<file path="src/rtl/dmem_port_arbiter.sv">
// rtl/dmem_port_arbiter.sv - round-robin, lockable, hold-limited arbiter for the shared data-memory port
// Optional performance counters are built when ARB_PERF_CNT_EN is defined.
module dmem_port_arbiter #(
  parameter int ADDR_W   = 32,
  parameter int DATA_W   = 32,
  parameter int MAX_HOLD = 16,
  parameter int CNT_W    = 16
) (
  input  logic              clk_i,
  input  logic              rst_ni,
  input  logic              m0_req_i,
  input  logic              m0_we_i,
  input  logic              m0_lock_i,
  input  logic [ADDR_W-1:0] m0_addr_i,
  input  logic [DATA_W-1:0] m0_wdata_i,
  output logic              m0_gnt_o,
  output logic [DATA_W-1:0] m0_rdata_o,
  input  logic              m1_req_i,
  input  logic              m1_we_i,
  input  logic              m1_lock_i,
  input  logic [ADDR_W-1:0] m1_addr_i,
  input  logic [DATA_W-1:0] m1_wdata_i,
  output logic              m1_gnt_o,
  output logic [DATA_W-1:0] m1_rdata_o,
  output logic [ADDR_W-1:0] mem_addr_o,
  output logic [DATA_W-1:0] mem_wdata_o,
  output logic              mem_we_o,
  input  logic [DATA_W-1:0] mem_rdata_i,
  output logic              busy_o,
  output logic              owner_o,
  output logic              timeout_o
`ifdef ARB_PERF_CNT_EN
  ,
  output logic [CNT_W-1:0]  perf_gnt0_o,
  output logic [CNT_W-1:0]  perf_gnt1_o,
  output logic [CNT_W-1:0]  perf_conflict_o
`endif
);

  localparam int HOLD_W = (MAX_HOLD > 1) ? $clog2(MAX_HOLD) : 1;
  localparam bit HOLD_EN = (MAX_HOLD != 0);
  localparam logic [HOLD_W-1:0] HOLD_LAST = HOLD_W'((MAX_HOLD > 0) ? MAX_HOLD - 1 : 0);

  typedef enum logic {IDLE = 1'b0, OWN = 1'b1} state_t;

  state_t            state_q, state_d;
  logic              owner_q, owner_d;
  logic              last_q, last_d;
  logic [HOLD_W-1:0] hold_q, hold_d;
  logic              timeout_q, timeout_d;

  logic              own_req, own_lock, own_we, oth_req;
  logic [HOLD_W-1:0] hold_stay;

  assign own_req  = owner_q ? m1_req_i  : m0_req_i;
  assign own_lock = owner_q ? m1_lock_i : m0_lock_i;
  assign own_we   = owner_q ? m1_we_i   : m0_we_i;
  assign oth_req  = owner_q ? m0_req_i  : m1_req_i;

  // Hold count only advances while the other master is actually waiting.
  assign hold_stay = !oth_req ? '0 : ((&hold_q) ? hold_q : hold_q + HOLD_W'(1));

  always_ff @(posedge clk_i) begin
    if (!rst_ni) begin
      state_q   <= IDLE;
      owner_q   <= 1'b0;
      last_q    <= 1'b1;
      hold_q    <= '0;
      timeout_q <= 1'b0;
    end else begin
      state_q   <= state_d;
      owner_q   <= owner_d;
      last_q    <= last_d;
      hold_q    <= hold_d;
      timeout_q <= timeout_d;
    end
  end

  always_comb begin
    state_d   = state_q;
    owner_d   = owner_q;
    last_d    = last_q;
    hold_d    = hold_q;
    timeout_d = 1'b0;
    case (state_q)
      IDLE: begin
        if (m0_req_i || m1_req_i) begin
          state_d = OWN;
          owner_d = (m0_req_i && m1_req_i) ? ~last_q : m1_req_i;
          hold_d  = '0;
        end
      end
      OWN: begin
        if (HOLD_EN && oth_req && (hold_q == HOLD_LAST)) begin
          owner_d   = ~owner_q;
          last_d    = owner_q;
          hold_d    = '0;
          timeout_d = 1'b1;
        end else if (own_req && own_lock) begin
          hold_d = hold_stay;
        end else if (oth_req) begin
          owner_d = ~owner_q;
          last_d  = owner_q;
          hold_d  = '0;
        end else if (own_req) begin
          hold_d = hold_stay;
        end else begin
          state_d = IDLE;
          last_d  = owner_q;
          hold_d  = '0;
        end
      end
      default: state_d = IDLE;
    endcase
  end

  // Grants decode from registered state only; the write strobe is also
  // gated by reset so an aborted locked sequence cannot commit a write.
  always_comb begin
    m0_gnt_o    = 1'b0;
    m1_gnt_o    = 1'b0;
    m0_rdata_o  = '0;
    m1_rdata_o  = '0;
    mem_addr_o  = '0;
    mem_wdata_o = '0;
    mem_we_o    = 1'b0;
    if (state_q == OWN) begin
      m0_gnt_o    = ~owner_q;
      m1_gnt_o    = owner_q;
      mem_addr_o  = owner_q ? m1_addr_i  : m0_addr_i;
      mem_wdata_o = owner_q ? m1_wdata_i : m0_wdata_i;
      mem_we_o    = own_req && own_we && rst_ni;
      if (owner_q) m1_rdata_o = mem_rdata_i;
      else         m0_rdata_o = mem_rdata_i;
    end
  end

  assign busy_o    = (state_q == OWN);
  assign owner_o   = owner_q;
  assign timeout_o = timeout_q;

`ifdef ARB_PERF_CNT_EN
  logic [CNT_W-1:0] gnt0_cnt, gnt1_cnt, conflict_cnt;
  logic             gnt0_hit, gnt1_hit, conflict_hit;

  assign gnt0_hit     = (state_q == OWN) && !owner_q && m0_req_i;
  assign gnt1_hit     = (state_q == OWN) &&  owner_q && m1_req_i;
  assign conflict_hit = ((state_q == OWN) && oth_req) ||
                        ((state_q == IDLE) && m0_req_i && m1_req_i);

  always_ff @(posedge clk_i) begin
    if (!rst_ni) begin
      gnt0_cnt     <= '0;
      gnt1_cnt     <= '0;
      conflict_cnt <= '0;
    end else begin
      if (gnt0_hit && !(&gnt0_cnt))         gnt0_cnt     <= gnt0_cnt + CNT_W'(1);
      if (gnt1_hit && !(&gnt1_cnt))         gnt1_cnt     <= gnt1_cnt + CNT_W'(1);
      if (conflict_hit && !(&conflict_cnt)) conflict_cnt <= conflict_cnt + CNT_W'(1);
    end
  end

  assign perf_gnt0_o     = gnt0_cnt;
  assign perf_gnt1_o     = gnt1_cnt;
  assign perf_conflict_o = conflict_cnt;
`endif

endmodule

</file>
<file path="config.mk">
export PLATFORM = sky130hd
export DESIGN_NAME = dmem_port_arbiter
export DESIGN_NICKNAME = d
export VERILOG_FILES = /design/src/rtl/dmem_port_arbiter.sv
export SDC_FILE = /design/constraint.sdc
export NUM_CORES = 1
export LEC_CHECK = 0
export BUFFER_PORTS_ARGS = -buffer_cell sky130_fd_sc_hd__clkbuf_2
export CAP_MARGIN = 20
export CORE_AREA = 2 2 116 118
export CTS_CLUSTER_SIZE = 28
export DETAILED_ROUTE_END_ITERATION = 6
export DIE_AREA = 0 0 118 120
export PLACE_DENSITY_LB_ADDON = 0.2
export SLEW_MARGIN = 0
export SYNTH_ARGS = -nofsm -noshare
export SYNTH_HDL_FRONTEND = slang
export SYNTH_SLANG_ARGS = --single-unit
</file>
<file path="constraint.sdc">
create_clock -name clk_i -period 2.3 [get_ports clk_i]
set_clock_uncertainty 0.15 [all_clocks]
set_input_delay 0.115 -clock clk_i [delete_from_list [all_inputs] [get_ports clk_i]]
set_output_delay 0.115 -clock clk_i [all_outputs]
set_load 0.01 [all_outputs]
</file>
Word level (Yosys, flattened, before mapping) --
Cells that the tools add are included. Widths: inputs -> output; s select.
Word-level totals: logic and storage cells 65, register bits after elaboration 8, output and inout port bits 134, input bits 168
Cells by class: $add $sub $neg 1, muxes and demuxes 40, bitwise logic cells 3, reductions and logical operators 10, eq/ne operators 6
Operators by type and width (number):
- $mux 32 | 8
- $mux 4 | 7
- $mux 1 | 22
- $pmux 4 s2 | 1
- $ne 3x1->1 const B | 2
- $reduce_and 3->1 | 2
- $logic_and 1x1->1 | 5
- $add 4x1->4 const B | 1
- $eq 4x4->1 const B | 1
- $ne 2x2->1 const B | 2
- $pmux 1 s2 | 2
- $reduce_and 4->1 | 1
- $ne 3x3->1 const B | 1
- $not 1->1 | 3
- $reduce_and 2->1 | 1
- $logic_or 1x1->1 | 1

Depth between registers and ports, before layout --
Gate-level depths: netlist of run 1.
depth after elaboration 8, depth in mapped cells 5

Worst setup path after synthesis of run 1 --
OpenSTA, ideal clock, no wires.
kind flip-flop to flip-flop, start point register owner_q, in the netlist owner_o, end point register hold_q[3], buffers on the path 0, cell stages (with the launch flop) 5, slack 0.697 ns, clock period less this slack 1.603 ns, data arrival time 1.332 ns, required time 2.029 ns, cells stage by stage dfxtp_1 -> mux2_2 -> and4bb_2 -> a41oi_1 -> nor3b_2
On the way: longest elaborated chain between the ends 7, elaborated cells on any way between the ends 11, classes of those cells 9 x mux; 2 x reduce/logical
RTL lines:
- from (decl) | line 47 | logic owner_q, owner_d;
- from (signal assigned) | line 72 | owner_q <= owner_d;
- $mux 1 | line 58 | assign oth_req = owner_q ? m0_req_i : m1_req_i;
- $mux 4 | line 61 | assign hold_stay = !oth_req ? '0 : ((&hold_q) ? hold_q : hold_q + HOLD_W'(1));
- $mux 4 | line 105 | end else if (own_req) begin
- $mux 4 | line 101 | end else if (oth_req) begin
- $mux 4 | line 99 | end else if (own_req && own_lock) begin
- $mux 4 * | line 94 | if (HOLD_EN && oth_req && (hold_q == HOLD_LAST)) begin
- $pmux 4 s2 * | line 85 | case (state_q)
- to (signal assigned) | line 74 | hold_q <= hold_d;
- to (decl) | line 49 | logic [HOLD_W-1:0] hold_q, hold_d;
Every way passes the cells marked *; elsewhere a longest branch is shown, timed or not. A chain may end at the register's enable or synchronous reset.

Worst setup path after layout of run 1 --
start point register owner_q, in the netlist owner_o, end point output port mem_wdata_o[31]
On the way: longest elaborated chain between the ends 2
RTL lines:
- $mux 32 | line 131 | mem_wdata_o = owner_q ? m1_wdata_i : m0_wdata_i;
- $mux 32 | line 127 | if (state_q == OWN) begin
- to (decl) | line 26 | output logic [DATA_W-1:0] mem_wdata_o,
Every way passes these cells.

==> results of run 1 <==
kinds of logic (layout without fill, tap and decap cells):
group,Yosys count,count (layout)
and+or+nand+nor,149,149
muxes,67,67
buffers and inverters,28,315
AOI/OAI and AO/OA,15,15
DFF,8,8
adders and majority gates,1,1
routing by layer:
metal  part of all wire [%]  routed length (µm)
met5                      0                   0
met3                    6.1                 609
met2                     52                5240
met4                    1.9                 187
met1                     40                4020
critical path: stages (launching register included):
cell      delay (ns)
dfxtp_4         0.50
buf_4           0.45
mux2i_1         0.26
nor2b_1         0.06
clkbuf_2        0.13
stage by stage:
stage               hold WS, ns  area [µm²]  setup WS, ns
finish                   0.0278        3770         0.367
detailed placement        0.267        3690         0.524
CTS                      0.0295        3770         0.339
floorplan                0.0436        1980         0.697
global route             0.0376        3770         0.235
global placement          0.269        3690         0.525
power breakdown:
group	internal [mW]	leakage [nW]	total (mW)	switching (mW)
clock	0.231	0.0382	0.304	0.0723
sequential	0.145	0.0660	0.161	0.0164
combinational	0.356	2.09	0.702	0.346
total	0.731	2.19	1.17	0.435
flip-flops by register name (all words and copies together), names as in the netlist:
name       flops
owner_o        1
busy_o         1
timeout_o      1
hold_q         4
last_q         1
worst paths after layout:
kind	cells after the start	end	slack [ns]	from
worst min register to register	2	timeout_o$_SDFF_PN0_	0.42	busy_o$_SDFF_PN0_
worst max-delay path	4	mem_wdata_o[31]	0.37	owner_o$_SDFFE_PN0P_
worst max register to register	4	hold_q[3]$_SDFFE_PN0P_	0.51	owner_o$_SDFFE_PN0P_
worst min-delay path	2	last_q$_SDFFE_PN1P_	0.03	rst_ni
area by class of cell:
cell class / count / area [µm²] / share of cell area (%)
inverter: 3 / 11.3 / 0.299
tap: 176 / 220 / 5.84
sequential: 8 / 165 / 4.38
multi-input combinational: 232 / 1710 / 45.4
timing repair buffer: 308 / 1580 / 42.0
clock buffer: 4 / 78.8 / 2.09
cells in the final DEF (no fill, tap or decap), drive strengths merged:
master | synthesis | routed
o31ai | 1 | 1
a41oi | 1 | 1
nor3 | 3 | 3
a211oi | 1 | 1
o311a | 1 | 1
nand2 | 4 | 4
o221ai | 1 | 1
mux2 | 1 | 1
o21a | 1 | 1
mux2i | 66 | 66
o21ai | 1 | 1
and2 | 33 | 33
a2bb2oi | 1 | 1
a21oi | 5 | 5
nand3 | 2 | 2
a32oi | 1 | 1
ha | 1 | 1
nor3b | 1 | 1
nor2b | 68 | 68
nand4 | 1 | 1
buf | 8 | 7
clkbuf | 17 | 305
nand3b | 1 | 1
nor2 | 3 | 3
inv | 3 | 3
a31oi | 1 | 1
dfxtp | 8 | 8
and3 | 32 | 32
and4bb | 1 | 1
==> metrics.md, run 1 <==
| Metric | Value |
|---|---|
| Die W | 118 µm |
| Final period util | 84.1% |
| Most area-hungry cell type in the Yosys netlist | mux2i_1 |
| CP startpoint kind | flip-flop |
| Post-layout util | 29.1% |
| CTS Buf Count | 3 |
| Simple-gate share of the synthesized area | 46.5% |
| DRC | 0 |
| Final setup violation count | 0 |
| Vias/cell | 4.11 |
| Grt ovf | 0 |
| Final GP Congestion | 0.753 |
| Post-synth top area share | 33.3% |
| Largest family of logic cells by synthesized area | simple AND/OR/NAND/NOR gates |
| Ports | 302 |
| Met1 Resource Use GR | 15.3% |
| M2 GR Usage | 23.4% |
| Die Height | 120 µm |
| Net count after synthesis | 437 |
| Status | finished, final reports clean |
| TritonCTS clock tree | yes |
| Multiplexer area fraction after synthesis | 33.9% |
| Crit path DAT | 1.67 ns |
| Compound-Gate Fraction of Synth Area | 5.23% |
| Post-Syn Area | 1980 µm² |
| # diodes | 0 |
| CTS root buffer | clkbuf_16 |
| RSZ-0062 raised after global routing | false |
| Main flop type after synthesis | dfxtp_1 |
| Routed wire length | 10,100 µm |
| CORE AREA | 13,000 µm² |
| Worst skew pair latency | 0.23 ns |
| Final min period | 1.93 ns |
| First-pass GRT wire length | 14,900 µm |
| Adder-Cell Fraction of Synth Area | 0.631% |
| Synthesis-stage register bit count | 8 |
| Post-Syn Instances | 268 |
| WL/cell | 13.8 µm |
| Count of max-cap constraint violations | 0 |
| Clk buf depth | 2 |
| IR drop worst, VDD | 0.000199 V |
| Leak | 2.19 nW |
| Layout cells sized above 1 | 57.1% |
| Post-Place Cells | 727 |
| Seq/Total Area, Yosys | 8.07% |
| Syn Area/Cell | 7.40 µm² |
| Largest net degree at the start of global routing | 65 |
| Post-synth ARST share | 0% |
| Worst-Margin Slew | 0.532 ns |
| P per Cell Area | 309 nW/µm² |
| Max frequency | 517 MHz |
| Cts hold-fix bufs | 0 |
| Number of I/O port buffers | 301 |
| Slew HR | 64.3% |
| Pwr Total | 1.17 mW |
| H-Tree Depth | 1 |
| Tightest Hold Check Type | input pin to flip-flop |
| Hold Vio Cnt, Final | 0 |
| Die area | 14,200 µm² |
| Row count | 42 |
| Fin cells | 731 |
| Initial antenna violation count | 0 |
| Area grow syn2layout | 90.1% |
| EDFF count, synth | 0 |
| Post-synth top cells | nor2b_1 (68), mux2i_1 (66), and2_1 (33), and3_1 (32), clkbuf_1 (17) |
| Count leader, synth | nor2b_1 |
| 1st-pass router iterations | 4 |
| Main area contributors after synthesis | mux2i_1 (33%), nor2b_1 (21%), and2_1 (10%) |
| Setup crit end kind | output pin |
| Vias | 3,001 |
| XOR/XNOR share of the synthesized area | 0% |
| Vias in the first global route | 2,790 |
| CTS sink cnt | 8 |
| Cts repair resizes | 0 |
| Post-route ant nets | 0 |
| Post-CTS Setup Inserts | 0 |
| Crit Path Max Fanout | 29 |
| Worst path required time | 2.04 ns |
| Initial Util | 15.3% |
| Warnings, synthesis | 0 |
| Max-slew violation count | 0 |
| Grt met3 use | 2.85% |
| Nets | 725 |
| Grt peak-use layer | met2 |
| Initial DRC count | 118 |
| DP HPWL | 8510 µm |
| Total GRT Usage | 12.9% |
| Worst-path clk slew | 0.04 ns |
| # fillers | 1,458 |
| Final setup TNS | 0 ns |
| CP Class | flip-flop to output pin |
| Post-synth cell types | 30 |
(Power assumes the default switching activity.)
==> run 2, diff against run 1 <==
- CORE_AREA: 2 2 116 118 -> 2 2 119 121
- DIE_AREA: 0 0 118 120 -> 0 0 121 123
- clock period: 2.3 -> 1.7 ns (I/O delays scaled with it)
==> metrics.md, run 2 (same netlist as run 1, synthesis figures left out) <==
| Metric | Value |
|---|---|
| CP startpoint kind | flip-flop |
| IR drop worst, VDD | 0.000374 V (+88%) |
| Vias in the first global route | 2,647 (-5.1%) |
| Setup crit end kind | output pin |
| Initial DRC count | 83 (-30%) |
| Hold depth | 2 (unchanged) |
| Max-slew violation count | 0 (unchanged) |
| Final min period | 1.64 ns |
| Status | finished, final reports clean |
| Number of I/O port buffers | 301 (unchanged) |
| Ports | 302 (unchanged) |
| RSZ-0062 raised after global routing | true |
| First-pass GRT wire length | 13,800 µm (-7.3%) |
| # diodes | 0 (unchanged) |
| TritonCTS clock tree | yes |
| Tightest Hold Check Type | input pin to flip-flop |
| Slew HR | 64.8% (+0.47 points) |
| Crit Path Max Fanout | 14 (-52%) |
| Post-CTS Setup Inserts | 0 (unchanged) |
| Vias/cell | 4.06 (-1.1%) |
| Max frequency | 611 MHz |
| Worst-path clk slew | 0.04 ns (about the same) |
| Fin cells | 741 (+1.4%) |
| CORE AREA | 13,600 µm² (+4.9%) |
| Die area | 14,900 µm² (+5.1%) |
| Worst path required time | 1.46 ns (-0.58 ns) |
| Final GP Congestion | 0.756 (+0.37%) |
| Final period util | 96.3% |
| CTS root buffer | clkbuf_16 |
| Area grow syn2layout | 102% |
| Most frequent cells in the layout | clkbuf_2 (301), nor2b_1 (67), mux2i_1 (65), and2_1 (33), and3_1 (32) |
| Total GRT Usage | 11.6% (-1.3 points) |
| Most common cell after layout, fill and taps aside | clkbuf_2 |
| Layout cells sized above 1 | 57.8% (+0.64 points) |
| WL/cell | 14.0 µm (+1.9%) |
| Crit path DAT | 1.40 ns (-0.27 ns) |
| Routed wire length | 10,400 µm (+3.3%) |
| DP HPWL | 8120 µm (-4.6%) |
| Worst-Margin Slew | 0.525 ns (-0.00701 ns) |
| Initial antenna violation count | 0 (unchanged) |
| Die Height | 123 µm (+2.5%) |
| CTS sink cnt | 8 (unchanged) |
| Worst skew pair latency | 0.23 ns (about the same) |
| Initial Util | 14.6% (-0.71 points) |
| Pwr Total | 1.69 mW (+45%) |
| Leak | 2.28 nW (+4.0%) |
| Hold Vio Cnt, Final | 0 (unchanged) |
| CP Class | flip-flop to output pin |
| Post-layout util | 29.4% (+0.33 points) |
| Post-route ant nets | 0 (unchanged) |
| 1st-pass router iterations | 4 (unchanged) |
| DRC | 0 (unchanged) |
| Max reg flops | 4 (unchanged) |
| Final setup violation count | 0 (unchanged) |
| P per Cell Area | 422 nW/µm² (+37%) |
| Final setup margin | 0.0632 ns (-0.303 ns) |
| Nets | 731 (+0.83%) |
| Count of max-cap constraint violations | 0 (unchanged) |
| Clk buf depth | 2 (unchanged) |
| Row count | 43 (+2.4%) |
| CTS Buf Count | 3 (unchanged) |
| R2R cell count | 6 (+2) |
| Grt ovf | 0 (unchanged) |
| Vias | 3,009 (+0.27%) |
| Hold_ws | 0.0116 ns (-0.0162 ns) |
| Largest register by flop count | hold_q |
| Setup slack at placement | 0.0734 ns (-0.451 ns) |
| Largest net degree at the start of global routing | 59 (-9.2%) |
| Post-Place Cells | 731 (+0.55%) |
| Die W | 121 µm (+2.5%) |
| H-Tree Depth | 1 (unchanged) |
-- run 2: area by class of cell --
class	instances	area (µm²)
Fill cell	1509	9610
Timing Repair Buffer	314	1790
Multi-Input combinational cell	232	1730
Tap cell	180	225
Sequential cell	8	165
Clock buffer	4	78.8
Inverter	3	11.3
-- run 2: final timing paths --
| kind | end | startpoint | slack [ns] |
|---|---|---|---|
| max | mem_wdata_o[1] | owner_o$_SDFFE_PN0P_ | 0.06 |
| min | busy_o$_SDFF_PN0_ | m0_req_i | 0.01 |
| max reg2reg | last_q$_SDFFE_PN1P_ | hold_q[0]$_SDFFE_PN0P_ | 0.10 |
| min reg2reg | hold_q[2]$_SDFFE_PN0P_ | hold_q[2]$_SDFFE_PN0P_ | 0.44 |
-- run 2: layer usage --
| layer | vias up | global-route usage (%) | share of wire, % |
|---|---|---|---|
| li1 | 1509 | - | - |
| met1 | 1374 | 13.6 | 39 |
| met2 | 124 | 21.8 | 52 |
| met3 | 2 | 2.58 | 8.3 |
| met4 | 0 | 1.96 | 0.28 |
| met5 | - | 0 | 0 |
-- run 2: what timing repair did --
item | in CTS | in global routing
endpoints found under the hold margin | 1 | 0
hold buffers | 1 | 0
gates cloned | 3 | 2
endpoints found under the setup margin | 71 | 38
resized for setup | 7 | 5
-- run 2: critical path, stage by stage (launching register included) --
cell      delay [ns]
dfxtp_4         0.35
buf_12          0.18
buf_16          0.18
mux2i_4         0.23
nor2b_1         0.06
clkbuf_2        0.14
-- run 2: stage by stage --
stage                     setup TNS, ns  area [µm²]
after global routing           -0.00499        4000
final                                 0        4000
after detailed placement              0        3720
after global placement                0        3720
after CTS                             0        3930
after floorplan                       0        1980
-- run 2: where the power goes --
part	internal (mW)	leakage, nW	switching, mW
Combinational	0.568	2.18	0.510
Clock	0.313	0.0382	0.0956
Sequential	0.195	0.0660	0.00750
==> run 3, diff against run 2 <==
- ABC_AREA: not set -> 1
==> metrics.md, run 3 <==
| Metric | Value |
|---|---|
| # fillers | 1,583 (+4.9%) |
| First-pass GRT wire length | 14,000 µm (+1.4%) |
| CP startpoint kind | flip-flop |
| P per Cell Area | 473 nW/µm² (+12%) |
| Final setup TNS | 0 ns (unchanged) |
| EDFF count, synth | 0 (unchanged) |
| Post-route ant nets | 0 (unchanged) |
| CTS root buffer | clkbuf_16 |
| Dpl cell area | 3230 µm² (-13%) |
| Net switching power | 0.644 mW (+5.0%) |
| Final setup margin | 0.121 ns (+0.0582 ns) |
| Die Height | 123 µm (unchanged) |
| Fin cells | 734 (-0.94%) |
| Area grow syn2layout | 117% |
| RSZ-0062 raised after global routing | false |
| Count leader, synth | nor2_1 |
| Final period util | 92.9% (-3.4 points) |
| Initial DRC count | 86 (+3.6%) |
| Vias in the first global route | 2,598 (-1.9%) |
| Setup slack at placement | 0.237 ns (+0.164 ns) |
| Row count | 43 (unchanged) |
| IR drop worst, VDD | 0.000255 V (-32%) |
| H-Tree Depth | 1 (unchanged) |
| Final min period | 1.58 ns (-0.0582 ns) |
| Internal power | 0.962 mW (-11%) |
| Initial antenna violation count | 2 (+2) |
| Nets | 725 (-0.82%) |
| Routed wire length | 10,900 µm (+5.1%) |
| CP Class | flip-flop to output pin |
| Largest net degree at the start of global routing | 46 (-22%) |
| Total GRT Usage | 12.1% (+0.53 points) |
| Worst-Margin Slew | 0.351 ns (-0.173 ns) |
| WL/cell | 14.9 µm (+6.1%) |
| Status | finished, final reports clean |
| Main area contributors after synthesis | a22o_1 (36%), nor2_1 (17%), dfxtp_1 (10%) |
| Most common cell after layout, fill and taps aside | clkbuf_2 |
| Setup crit end kind | output pin |
| Grt ovf | 0 (unchanged) |
| Post-synth ARST share | 0% (unchanged) |
| Max-slew violation count | 0 (unchanged) |
| DRC | 0 (unchanged) |
| Die area | 14,900 µm² (unchanged) |
| Post-Syn Area | 1570 µm² (-21%) |
| Tightest Hold Check Type | input pin to flip-flop |
| Most frequent cells in the layout | clkbuf_2 (301), nor2_1 (69), a22o_1 (64), inv_1 (40), nand2_1 (25) |
| Pwr Total | 1.61 mW (-4.9%) |
| 1st-pass router iterations | 4 (unchanged) |
| Net count after synthesis | 428 (-2.1%) |
| Sequential power share | 12.8% (+0.8 points) |
| Initial Util | 11.5% (-3.1 points) |
| Largest register by flop count | hold_q |
| TritonCTS clock tree | yes |
| Final setup violation count | 0 (unchanged) |
| CORE AREA | 13,600 µm² (unchanged) |
| Seq/Total Area, Yosys | 10.2% (+2.2 points) |
| Hold Vio Cnt, Final | 0 (unchanged) |
| Post-layout util | 25.0% (-4.4 points) |
| CTS sink cnt | 8 (unchanged) |
| Ports | 302 (unchanged) |
| Final GP Congestion | 0.770 (+1.8%) |
| Design area | 3400 µm² (-15%) |
| Most area-hungry cell type in the Yosys netlist | a22o_1 |
| Leak | 2.22 nW (-2.5%) |
| Max frequency | 633 MHz (+3.7%) |
| Vias | 2,964 (-1.5%) |
| Slew HR | 76.6% (+12 points) |
| Switching portion of total power | 40.1% (+3.8 points) |
| Hold_ws | 0.00710 ns (-0.00454 ns) |
| Die W | 121 µm (unchanged) |
| Layout cells sized above 1 | 59.0% (+1.3 points) |
| Post-Syn Instances | 259 (-3.4%) |
| Clock network fraction of design power | 25.1% (+0.9 points) |
| Number of I/O port buffers | 301 (unchanged) |
| Clk buf depth | 2 (unchanged) |
| DP HPWL | 9000 µm (+11%) |
| Main flop type after synthesis | dfxtp_1 |
| Count of max-cap constraint violations | 0 (unchanged) |
| Gate power share | 62.1% (-1.7 points) |
| CTS Buf Count | 3 (unchanged) |
| Post-Place Cells | 727 (-0.55%) |
| Worst path required time | 1.46 ns (about the same) |
| Post-synth cell types | 22 (-27%) |
| Crit Path Max Fanout | 21 (+7) |
| Synthesis-stage register bit count | 8 (unchanged) |
| Worst skew pair latency | 0.23 ns (about the same) |
| Crit path DAT | 1.34 ns (-0.06 ns) |
| Vias/cell | 4.04 (-0.56%) |
| Worst-path clk slew | 0.04 ns (about the same) |
| Warnings, synthesis | 0 (unchanged) |
| Max reg flops | 4 (unchanged) |
| Syn Area/Cell | 6.05 µm² (-18%) |
| Post-synth top area share | 35.8% (+2.5 points) |
| # diodes | 0 (unchanged) |
| Post-synth top cells | nor2_1 (69), a22o_1 (64), inv_1 (40), nand2_1 (25), dfxtp_1 (8) |
run 3: final timing paths:
path,startpoint,to,slack (ns),depth (start not counted)
max,owner_o$_SDFFE_PN0P_,mem_wdata_o[2],0.12,6
min,m0_req_i,busy_o$_SDFF_PN0_,0.007,3
max reg2reg,hold_q[1]$_SDFFE_PN0P_,owner_o$_SDFFE_PN0P_,0.23,6
min reg2reg,last_q$_SDFFE_PN1P_,last_q$_SDFFE_PN1P_,0.31,2
run 3: kinds of logic (layout without fill, tap and decap cells):
logic type | after synthesis | after routing | synth area share (%)
buffers and inverters | 65 | 360 | 20.1
and+or+nand+nor | 110 | 110 | 29.3
xor gates and xnor gates | 1 | 1 | 0.559
DFF | 8 | 8 | 10.2
AOI/OAI and AO/OA | 74 | 74 | 39.0
adders and majority gates | 1 | 1 | 0.799
run 3: layer usage:
layer  routed length, µm  track usage, %  vias to the layer above  part of all wire, %
met5                  13               0                        -                 0.12
met4                  51            1.74                        2                 0.47
met3                1040            2.44                        7                  9.5
met2                5520            22.2                      177                   50
met1                4310            14.9                     1317                   39
li1                    -               -                     1461                    -
run 3: area by class of cell:
| cell class | instances | area, µm² | share of cell area [%] |
|---|---|---|---|
| inverter | 44 | 170 | 5.01 |
| multi-input combinational | 186 | 1100 | 32.3 |
| timing repair buffer | 313 | 1670 | 49.1 |
| tap | 180 | 225 | 6.63 |
| sequential | 8 | 163 | 4.79 |
| clock buffer | 3 | 75.1 | 2.21 |
run 3: repair_timing:
item,in CTS,in global routing
buffers inserted,0,1
setup endpoints to repair,7,83
gates cloned,0,2
hold buffers,1,0
hold endpoints to repair,2,0
gates resized for setup,1,6
run 3: critical path: stages, from the launching register on:
cell	delay, ns
dfxtp_2	0.32
inv_2	0.07
nand2_4	0.05
inv_4	0.13
buf_12	0.18
a22o_1	0.17
clkbuf_2	0.16
run 3: power by group through the flow:
stage,clock [mW],combinational (mW),sequential [mW]
CTS,0.411,0.981,0.204
finish,0.403,0.998,0.205
global placement,0,0.967,0.207
floorplan,0,0.480,0.210
global route,0.418,1.09,0.207
detailed placement,0,0.971,0.207
